## src/rtl/filter_pad_stream.sv

```systemverilog
// Zero-padding front end for the convolution filter: wraps a raw frame in
// B=(kernel_size-1)/2 zero rows/cols and appends flush_rows zero rows.
// Ports: clk, reset (async active-low), iStart, iValid/iData in,
//        oReady (comb), oValid/oData/oBusy/oDone (registered).
module filter_pad_stream #(
  parameter int unsigned width       = 1920,
  parameter int unsigned height      = 1080,
  parameter int unsigned kernel_size = 7,
  parameter int unsigned flush_rows  = 1
) (
  input  logic        clk,
  input  logic        reset,
  input  logic        iStart,
  input  logic        iValid,
  input  logic [23:0] iData,
  output logic        oReady,
  output logic        oValid,
  output logic [23:0] oData,
  output logic        oBusy,
  output logic        oDone
);

  localparam int unsigned B = (kernel_size - 1) / 2;

  localparam logic [15:0] PW_M1   = 16'(width + 2 * B - 1);
  localparam logic [15:0] PH_M1   = 16'(height + 2 * B - 1);
  localparam logic [15:0] FL_LAST = 16'(height + 2 * B + flush_rows - 1);
  localparam logic [15:0] R_LO    = 16'(B);
  localparam logic [15:0] R_HI    = 16'(B + height);
  localparam logic [15:0] C_LO    = 16'(B);
  localparam logic [15:0] C_HI    = 16'(B + width);

  typedef enum logic [1:0] {
    IDLE,
    RUN,
    FLUSH,
    DONE
  } state_t;

  state_t      state_q, state_d;
  logic [15:0] col_q, col_d;
  logic [15:0] row_q, row_d;
  logic        valid_q, valid_d;
  logic [23:0] data_q, data_d;
  logic        busy_q, busy_d;
  logic        done_q, done_d;

  logic interior;
  logic ready;
  logic advance;

  always_comb begin
    interior = (row_q >= R_LO) && (row_q < R_HI)
            && (col_q >= C_LO) && (col_q < C_HI);
    ready    = (state_q == RUN) && interior;
  end

  always_comb begin
    state_d = state_q;
    col_d   = col_q;
    row_d   = row_q;
    advance = 1'b0;

    unique case (state_q)
      IDLE: begin
        col_d = '0;
        row_d = '0;
        if (iStart) state_d = RUN;
      end
      RUN:   advance = interior ? iValid : 1'b1;
      FLUSH: advance = 1'b1;
      DONE: begin
        col_d   = '0;
        row_d   = '0;
        state_d = IDLE;
      end
      default: state_d = IDLE;
    endcase

    if (advance) begin
      if (col_q == PW_M1) begin
        col_d = '0;
        row_d = row_q + 16'd1;
        if (state_q == RUN && row_q == PH_M1)
          state_d = (flush_rows == 0) ? DONE : FLUSH;
        if (state_q == FLUSH && row_q == FL_LAST)
          state_d = DONE;
      end else begin
        col_d = col_q + 16'd1;
      end
    end

    valid_d = advance;
    data_d  = data_q;
    if (advance) data_d = ready ? iData : 24'h0;

    // busy drops on the same edge that raises done
    busy_d = (state_d != IDLE);
    done_d = (state_q == DONE);
  end

  always_ff @(posedge clk or negedge reset) begin
    if (!reset) begin
      state_q <= IDLE;
      col_q   <= '0;
      row_q   <= '0;
      valid_q <= 1'b0;
      data_q  <= '0;
      busy_q  <= 1'b0;
      done_q  <= 1'b0;
    end else begin
      state_q <= state_d;
      col_q   <= col_d;
      row_q   <= row_d;
      valid_q <= valid_d;
      data_q  <= data_d;
      busy_q  <= busy_d;
      done_q  <= done_d;
    end
  end

  assign oReady = ready;
  assign oValid = valid_q;
  assign oData  = data_q;
  assign oBusy  = busy_q;
  assign oDone  = done_q;

endmodule
```

## config.mk

```make
export PLATFORM = sky130hd
export DESIGN_NAME = filter_pad_stream
export DESIGN_NICKNAME = d
export VERILOG_FILES = /design/src/rtl/filter_pad_stream.sv
export SDC_FILE = /design/constraint.sdc
export NUM_CORES = 1
export LEC_CHECK = 0
export BUFFER_PORTS_ARGS = -buffer_cell sky130_fd_sc_hd__buf_4
export CAP_MARGIN = 20
export CORE_AREA = 2 2 84 86
export CTS_CLUSTER_DIAMETER = 80
export DETAILED_ROUTE_END_ITERATION = 10
export DIE_AREA = 0 0 86 88
export GPL_ROUTABILITY_DRIVEN = 0
export GPL_TIMING_DRIVEN = 0
export PLACE_DENSITY = 0.7
export SLEW_MARGIN = 25
export SYNTH_ARGS = -nofsm -noshare
export SYNTH_HDL_FRONTEND = slang
export SYNTH_SLANG_ARGS = --single-unit
```

## constraint.sdc

```tcl
create_clock -name clk -period 3.49 [get_ports clk]
set_clock_uncertainty 0.15 [all_clocks]
set_input_delay 0.698 -clock clk [delete_from_list [all_inputs] [get_ports clk]]
set_output_delay 0.698 -clock clk [all_outputs]
set_load 0.01 [all_outputs]
```

==> impl_metrics.json, run 1 <==
{
  "status": "complete, no violations",
  "grt_pass1_vias": 2626,
  "netlist_area_um2": 3200,
  "cp-start-kind": "flip-flop",
  "place_hpwl_um": 5200,
  "grt_max_degree": 62,
  "ys.flop_type": "dfrtp_1",
  "final_nets": 452,
  "crit_arrival_ns": 2.44,
  "initialDrtViolationCount": 114,
  "vias_per_cell": 5.46,
  "synth_area_per_cell_um2": 9.20,
  "tritoncts": "built",
  "groute.usage.overall_pct": 20.8,
  "postCtsSetupRepairBufs": 0,
  "worstSkewPairLatency_ns": 0.34,
  "holdBufCountCts": 0,
  "dpl_worst_slack_ns": 0.426,
  "slew_headroom_pct": 48.4,
  "fmax_ghz": 0.304,
  "maxCapViolCount": 0,
  "grt_pass1_wl_um": 12400,
  "async_flop_share_pct": 100,
  "ios": 56,
  "die_y_um": 88,
  "htreeDepth": 3,
  "clk_pin_slew_worst_paths_ns": 0.08,
  "seq_area_frac_synth_pct": 47.7,
  "fin_crit_ns": 3.29,
  "worstSetupPathType": "flip-flop to output pin",
  "rows": 30,
  "powerDensity_nw_per_um2": 351,
  "fillCellCount": 592,
  "antenna_found_initial": 0,
  "start_util_pct": 48.2,
  "dieWidth_um": 86,
  "wl_um": 7360,
  "path_max_fanout": 10,
  "power.leakage_nw": 1.77,
  "setup_viol": 0,
  "regToRegStartpoint": "col_q[6]$_DFFE_PN0P_",
  "vias": 2729,
  "cts-buffers-inserted": 9,
  "ys_types": 54,
  "cts_buffer_depth": 2,
  "grt-ovfl-total": 0,
  "worst-r2r-setup-slack_ns": 0.63,
  "synth_edf_count": 0,
  "diodes": 0,
  "drive_above_1_share_pct": 24.0,
  "multi_input_area_um2": 1520,
  "synth_warnings": 0,
  "rsz0062_at_grt": "false",
  "die_area_um2": 7570,
  "ant_nets": 0,
  "final_common_cell": "nand2_1",
  "final-seq-area_um2": 1530,
  "core_area_um2": 6640,
  "finalMaxSlewViolations": 0,
  "required_ns": 2.64,
  "fin_ws_ns": 0.202,
  "io_buffers": 55,
  "critical_path.endpoint_type": "output pin",
  "tns_ns": 0,
  "vdd_drop_max_mv": 0.211,
  "reg2reg_to": "col_q[12]$_DFFE_PN0P_",
  "cts_resized": 0,
  "drtPass1Iterations": 4,
  "worst_pin_slew_ns": 0.773,
  "hold_viol_final": 0,
  "wire_per_inst_um": 14.7,
  "min_path_type": "input port to asynchronous set/reset pin",
  "period_share_pct": 94.2,
  "instances_no_fill": 500,
  "ys_ff_latch": 61,
  "place_inst": 483,
  "area_growth_pct": 22.5,
  "cts_sinks": 61,
  "syn_inst": 348,
  "crit_start": "col_q[14]$_DFFE_PN0P_",
  "final_cell_mix": "69 x nand2_1, 61 x dfrtp_1, 58 x buf_4",
  "route.detailed.drc": 0,
  "syn_nets": 385,
  "r2r_cells": 7,
  "crit_path_end": "oReady",
  "clk_root_buffer_cell": "clkbuf_8"
}
==> where the power goes <==
group / total, mW / switching [mW] / internal [mW]
Sequential: 0.706 / 0 / 0.706
Combinational: 0.0378 / 0.0183 / 0.0194
Clock: 0.632 / 0.301 / 0.331
Total: 1.38 / 0.319 / 1.06
==> area by class of cell <==
class	instances	area share (%)
sequential	61	38.9
multi-input combinational	254	38.7
timing repair buffer	56	10.7
clock buffer	9	3.16
buffer	22	2.90
tap	80	2.55
clock inverter	7	1.92
inverter	11	1.05
==> cell usage after synthesis, types with 2 or more instances <==
cell	count	share of area [%]
o21ai_1	10	1.6
clkbuf_1	11	1.3
nand2_1	69	8.1
buf_2	6	0.94
o22ai_1	2	0.39
nor4_1	4	0.78
or4_1	4	0.94
buf_4	2	0.47
o21ai_0	27	4.2
and3_1	5	0.98
nor2_1	19	2.2
nand3_1	8	1.3
o21a_1	2	0.47
ha_1	9	3.5
nor3_1	4	0.63
a31oi_1	2	0.39
or3_1	9	1.8
a21oi_1	15	2.3
xor2_1	7	1.9
nand2b_1	2	0.39
or4b_1	2	0.63
dfrtp_1	61	48
o41ai_1	2	0.55
or4_4	3	1.1
nor3b_1	2	0.47
or2_2	3	0.59
buf_6	2	0.70
inv_1	11	1.3
o31ai_1	2	0.47
xnor2_1	4	1.1
nor2_2	2	0.39
o211ai_1	4	0.94
nand4_1	10	2.0
and4_1	3	0.82
==> layer usage <==
metal  track usage (%)  vias up  wire length (µm)  part of all wire, %
met5                 0        -                 0                    0
met4              8.23        0               163                  2.2
met3              5.66       16               528                  7.2
met2              32.3       91              3170                   43
met1              27.8     1268              3500                   48
li1                  -     1354                 -                    -
==> through the flow <==
| step | utilization (%) | instance area, µm² | hold slack [ns] | total power [mW] |
|---|---|---|---|---|
| final | 59.0 | 3920 | 0.267 | 1.38 |
| after global routing | 59.0 | 3920 | 0.344 | 1.43 |
| after CTS | 58.9 | 3910 | 0.309 | 1.40 |
| after detailed placement | 55.9 | 3710 | 0.322 | 0.759 |
| after global placement | 55.9 | 3710 | 0.317 | 0.760 |
| after floorplan | - | 3200 | 0.252 | 0.722 |
==> how the worst min path moves through the flow <==
| stage | to | slack (ns) | cells after the start |
|---|---|---|---|
| 2_1_floorplan | col_q[0]$_DFFE_PN0P_ | 0.25 | 0 |
| 3_3_place_gp | oData[12]$_DFFE_PN0P_ | 0.32 | 2 |
| 3_5_place_dp | oData[16]$_DFFE_PN0P_ | 0.32 | 2 |
| 4_1_cts | oData[20]$_DFFE_PN0P_ | 0.31 | 1 |
| 5_1_grt | oValid$_DFF_PN0_ | 0.34 | 1 |
| 6_report | oData[20]$_DFFE_PN0P_ | 0.27 | 1 |
==> cells by family (layout without fill, tap and decap cells) <==
kind of cell,count (synthesis),count (layout),share of synthesized area (%)
xor+xnor,11,11,3.01
buf+inv,33,105,4.85
compound gates,73,73,14.1
simple gates,160,160,26.4
flops,61,61,47.7
fa+ha+maj,9,9,3.52
mux,1,1,0.430
==> state kept, by name, indices dropped and copies added, names as in the netlist <==
signal / cells
oValid: 1
state_q: 2
oData: 24
col_q: 16
row_q: 16
oDone: 1
oBusy: 1
==> critical path, cell delays in order (launching register included) <==
cell	delay, ns
dfrtp_1	0.42
or4_4	0.58
nor4_2	0.26
o211ai_2	0.22
nor3_4	0.24
buf_2	0.24
buf_4	0.15
(Power assumes the default switching activity.)
==> run 2, diff against run 1 <==
CORE_AREA = 8 8 90 92   (was 2 2 84 86)
DIE_AREA = 0 0 98 100   (was 0 0 86 88)
==> run 2 against run 1 <==
Effect of this change: utilization unchanged; worst setup slack worse by 0.044 ns; highest routed layer unchanged; non-clock buffer count stayed put; global-route usage is 4.6 points lower; power grew 0.32%; largest power group unchanged; clock-buffer cell count increased by 2; cell count decreased by 0.20%; fmax fell by 1.3%; register-to-register slack barely moved; clock power increased by 0.8%; via count grew 2.3%.
==> impl_metrics.json, run 2 (synthesis gave the netlist of run 1 again) <==
{
  "io_buffers": 55,
  "worst_pin_slew_ns": 0.762,
  "fmax_ghz": 0.300,
  "vias": 2793,
  "tns_ns": 0,
  "grt_pass1_vias": 2732,
  "final_cell_mix": "69 x nand2_1, 61 x dfrtp_1, 58 x buf_4",
  "grt-ovfl-total": 0,
  "place_inst": 483,
  "antenna_found_initial": 0,
  "critical_path.endpoint_type": "output pin",
  "fin_crit_ns": 3.33,
  "period_share_pct": 95.5,
  "setup_viol": 0,
  "dieWidth_um": 98,
  "start_util_pct": 48.2,
  "status": "complete, no violations",
  "path_max_fanout": 10,
  "met2_length_um": 3430,
  "clk_root_buffer_cell": "clkbuf_8",
  "clk_pin_slew_worst_paths_ns": 0.07,
  "final_util_pct": 59.0,
  "instances_no_fill": 499,
  "largest_reg_flops": 24,
  "ios": 56,
  "crit_arrival_ns": 2.48,
  "cts-buffers-inserted": 9,
  "worstSkewPairLatency_ns": 0.34,
  "area_growth_pct": 22.5,
  "rsz0062_at_grt": "false",
  "required_ns": 2.64,
  "power.leakage_nw": 1.78,
  "tritoncts": "built",
  "fin_ws_ns": 0.157,
  "dpl_worst_slack_ns": 0.442,
  "initialDrtViolationCount": 95,
  "wire_per_inst_um": 15.6,
  "place_hpwl_um": 5550,
  "finalMaxSlewViolations": 0,
  "holdBufCountCts": 0,
  "core_area_um2": 6640,
  "min_path_type": "input port to asynchronous set/reset pin",
  "p_total_mw": 1.38,
  "drtPass1Iterations": 4,
  "final-seq-area_um2": 1530,
  "drive_above_1_share_pct": 23.9,
  "diodes": 0,
  "groute.usage.overall_pct": 16.2,
  "final_common_cell": "nand2_1",
  "ant_nets": 0,
  "die_y_um": 100,
  "wl_met1_um": 3700,
  "top_layer": "met4",
  "htreeDepth": 3,
  "slew_headroom_pct": 49.2,
  "grt_pass1_wl_um": 13100,
  "route.detailed.drc": 0,
  "fillCellCount": 612,
  "dr_wl_met3_um": 587,
  "multi_input_area_um2": 1520,
  "worstSetupPathType": "flip-flop to output pin",
  "cts_buffer_depth": 2,
  "vias_per_cell": 5.60,
  "cp-start-kind": "flip-flop",
  "powerDensity_nw_per_um2": 352,
  "grt_max_degree": 62,
  "wl_um": 7800,
  "die_area_um2": 9800,
  "vdd_drop_max_mv": 0.198,
  "cts_sinks": 61,
  "hold_viol_final": 0,
  "maxCapViolCount": 0,
  "rows": 30,
  "final_nets": 452
}
[run 2: cell count changes in the layout (fill, tap and decap cells not counted)]
cell        before  now
clkbuf_8         9   11
clkinv_2         1    2
clkinv_4         1    0
clkinvlp_4       3    1
inv_6            1    0
[run 2: what timing repair did]
| item | 4_1_cts | 5_1_grt |
|---|---|---|
| endpoints found under the hold margin | 0 | 0 |
| setup endpoints to repair | 0 | 1 |
| buffers inserted | 0 | 1 |
| resized for setup | 0 | 0 |
[run 2: area by class of cell]
class | instances | area share (%)
clock buffers | 11 | 3.86
multi-input cells | 254 | 38.7
plain buffers | 22 | 2.90
well taps | 80 | 2.55
inverters | 11 | 1.05
flip-flops and latches | 61 | 38.9
repair buffers | 56 | 10.7
clock inverters | 4 | 1.21
[run 2: path summary, 6_finish.rpt]
kind	slack, ns	from	cells after the start	to
worst max-delay path	0.16	col_q[14]$_DFFE_PN0P_	6	oReady
worst min-delay path	0.28	reset	1	oData[20]$_DFFE_PN0P_
worst max register to register	0.64	col_q[6]$_DFFE_PN0P_	7	col_q[7]$_DFFE_PN0P_
worst min register to register	0.33	oData[10]$_DFFE_PN0P_	2	oData[10]$_DFFE_PN0P_
max in group asynchronous	2.40	reset	1	oData[11]$_DFFE_PN0P_
min in group clk	0.33	oData[10]$_DFFE_PN0P_	2	oData[10]$_DFFE_PN0P_
[run 2: stage by stage]
step / cell area (µm²) / hold WS [ns]
after detailed placement: 3710 / 0.323
final: 3920 / 0.281
after global placement: 3710 / 0.316
after global routing: 3920 / 0.355
after floorplan: 3200 / 0.252
after CTS: 3910 / 0.311
[run 2: power by group]
group | internal (mW) | switching, mW
Sequential | 0.707 | 0
Clock | 0.362 | 0.275
Combinational | 0.0194 | 0.0181
[run 2: worst max-delay path, stage by stage (launching register included)]
cell	delay [ns]
dfrtp_1	0.41
or4_4	0.57
nor4_2	0.25
o211ai_2	0.22
nor3_4	0.27
buf_2	0.26
buf_4	0.16
[run 2: per-layer routing]
| metal | GRT usage, % | vias to the layer above |
|---|---|---|
| met4 | 5.40 | 0 |
| met1 | 20.1 | 1352 |
| met2 | 25.7 | 81 |
| met5 | 0 | - |
| li1 | - | 1352 |
| met3 | 5.67 | 8 |
==> run 3, diff against run 2 <==
RECOVER_POWER = 25   (was unset)
==> run 3 against run 2 <==
Effect of this change: the run now ends with max-capacitance violations left; global-route usage is the same; combinational power is essentially flat; via count is the same; cell count is the same; critical path type unchanged; non-clock buffer count is the same; largest power group unchanged; sequential power is essentially flat; final area is essentially flat; utilization is essentially flat; die area is the same.
==> impl_metrics.json, run 3 (synthesis gave the netlist of run 1 again) <==
{
  "vias": 2793,
  "dieWidth_um": 98,
  "required_ns": 2.64,
  "tns_ns": 0,
  "setup_viol": 0,
  "powerDensity_nw_per_um2": 352,
  "groute.usage.overall_pct": 16.2,
  "rows": 30,
  "hold_slack_ns": 0.330,
  "final_cell_mix": "69 x nand2_1, 61 x dfrtp_1, 57 x buf_4",
  "period_share_pct": 95.5,
  "grt_pass1_wl_um": 13100,
  "hold_viol_final": 0,
  "holdBufCountCts": 0,
  "min_path_cells": 2,
  "dpl_worst_slack_ns": 0.442,
  "area_growth_pct": 22.4,
  "cpPeakStageDelay_ns": 0.57,
  "holdPathEnd": "oData[10]$_DFFE_PN0P_",
  "cts_resized": 0,
  "slew_headroom_pct": 0.249,
  "vias_per_cell": 5.60,
  "cts_sinks": 61,
  "final_nets": 452,
  "io_buffers": 55,
  "min_from": "oData[10]$_DFFE_PN0P_",
  "cpLargestDelayFamily": "simple AND/OR/NAND/NOR gates",
  "start_util_pct": 48.2,
  "diodes": 0,
  "fin_crit_ns": 3.33,
  "crit_slowest_cell": "or4_4",
  "place_inst": 483,
  "htreeDepth": 3,
  "min_path_type": "flip-flop to flip-flop",
  "fin_ws_ns": 0.157,
  "worst_pin_slew_ns": 1.50,
  "critical_path.endpoint_type": "output pin",
  "finalMaxSlewViolations": 0,
  "r2r_cells": 7,
  "status": "complete, but fails checks",
  "path_buf_inv": 2,
  "ant_nets": 0,
  "regToRegStartpoint": "col_q[6]$_DFFE_PN0P_",
  "final_common_cell": "nand2_1",
  "grt_max_degree": 62,
  "clk_pin_slew_worst_paths_ns": 0.07,
  "tritoncts": "built",
  "crit_arrival_ns": 2.48,
  "route.detailed.drc": 0,
  "worst-r2r-setup-slack_ns": 0.64,
  "fmax_ghz": 0.300,
  "initialDrtViolationCount": 95,
  "cts-buffers-inserted": 9,
  "failed_checks": "max-capacitance violations",
  "reg2reg_to": "col_q[7]$_DFFE_PN0P_",
  "drtPass1Iterations": 4,
  "die_area_um2": 9800,
  "path_cells": "or4_4 > nor4_2 > o211ai_2 > nor3_4 > buf_2 > buf_4",
  "instances_no_fill": 499,
  "drive_above_1_share_pct": 23.9,
  "cp-start-kind": "flip-flop",
  "final_util_pct": 59.0,
  "ios": 56,
  "wire_per_inst_um": 15.6,
  "die_y_um": 100,
  "grt-ovfl-total": 0,
  "antenna_found_initial": 0,
  "worstSkewPairLatency_ns": 0.34,
  "postCtsSetupRepairBufs": 0,
  "core_area_um2": 6640,
  "grt_pass1_vias": 2732,
  "wl_um": 7800,
  "maxCapViolCount": 1,
  "clk_root_buffer_cell": "clkbuf_8",
  "vdd_drop_max_mv": 0.198,
  "power.leakage_nw": 1.78,
  "cts_buffer_depth": 2,
  "path_max_fanout": 10,
  "largest_reg_flops": 24,
  "crit_cells": 6,
  "worstSetupPathType": "flip-flop to output pin",
  "place_hpwl_um": 5550,
  "rsz0062_at_grt": "false"
}
## run 3: metrics by stage
stage	power (mW)	instance area (µm²)
floorplan	0.722	3200
detailed placement	0.759	3710
finish	1.38	3920
global route	1.43	3920
global placement	0.759	3710
CTS	1.40	3910
## run 3: worst register-to-register path, cell delays in order (launching register included)
cell and delay (ns):
dfrtp_1 0.42, or4_4 0.58, nor3_2 0.17, mux2i_2 0.46
o31ai_2 0.14, buf_4 0.19, or4b_1 0.50, a21oi_1 0.17
## run 3: final cells by class
cell class | count | area, µm²
sequential | 61 | 1530
clock inverter | 4 | 47.5
fill | 613 | 2730
timing repair buffer | 56 | 418
inverter | 11 | 41.3
clock buffer | 11 | 151
multi-input combinational | 254 | 1520
buffer | 22 | 114
tap | 80 | 100
## run 3: how the worst max path moves through the flow
stage	endpoint	from
finish	oReady	col_q[14]$_DFFE_PN0P_
global placement	oReady	col_q[14]$_DFFE_PN0P_
global route	oReady	col_q[14]$_DFFE_PN0P_
CTS	oReady	col_q[14]$_DFFE_PN0P_
floorplan	oReady	col_q[14]$_DFFE_PN0P_
detailed placement	oReady	col_q[14]$_DFFE_PN0P_
## run 3: report_power, final
part           switching [mW]  leakage (nW)  internal, mW
Clock                   0.275         0.101         0.362
Combinational          0.0181         0.881        0.0191
Sequential                  0         0.796         0.707
Total                   0.293          1.78          1.09
## run 3: layer usage
layer	routed length, µm	global-route usage [%]	up-vias	share of wire (%)
li1	-	-	1352	-
met1	3700	20.1	1352	47
met2	3430	25.7	81	44
met3	587	5.67	8	7.5
met4	82	5.40	0	1.1
met5	0	0	-	0
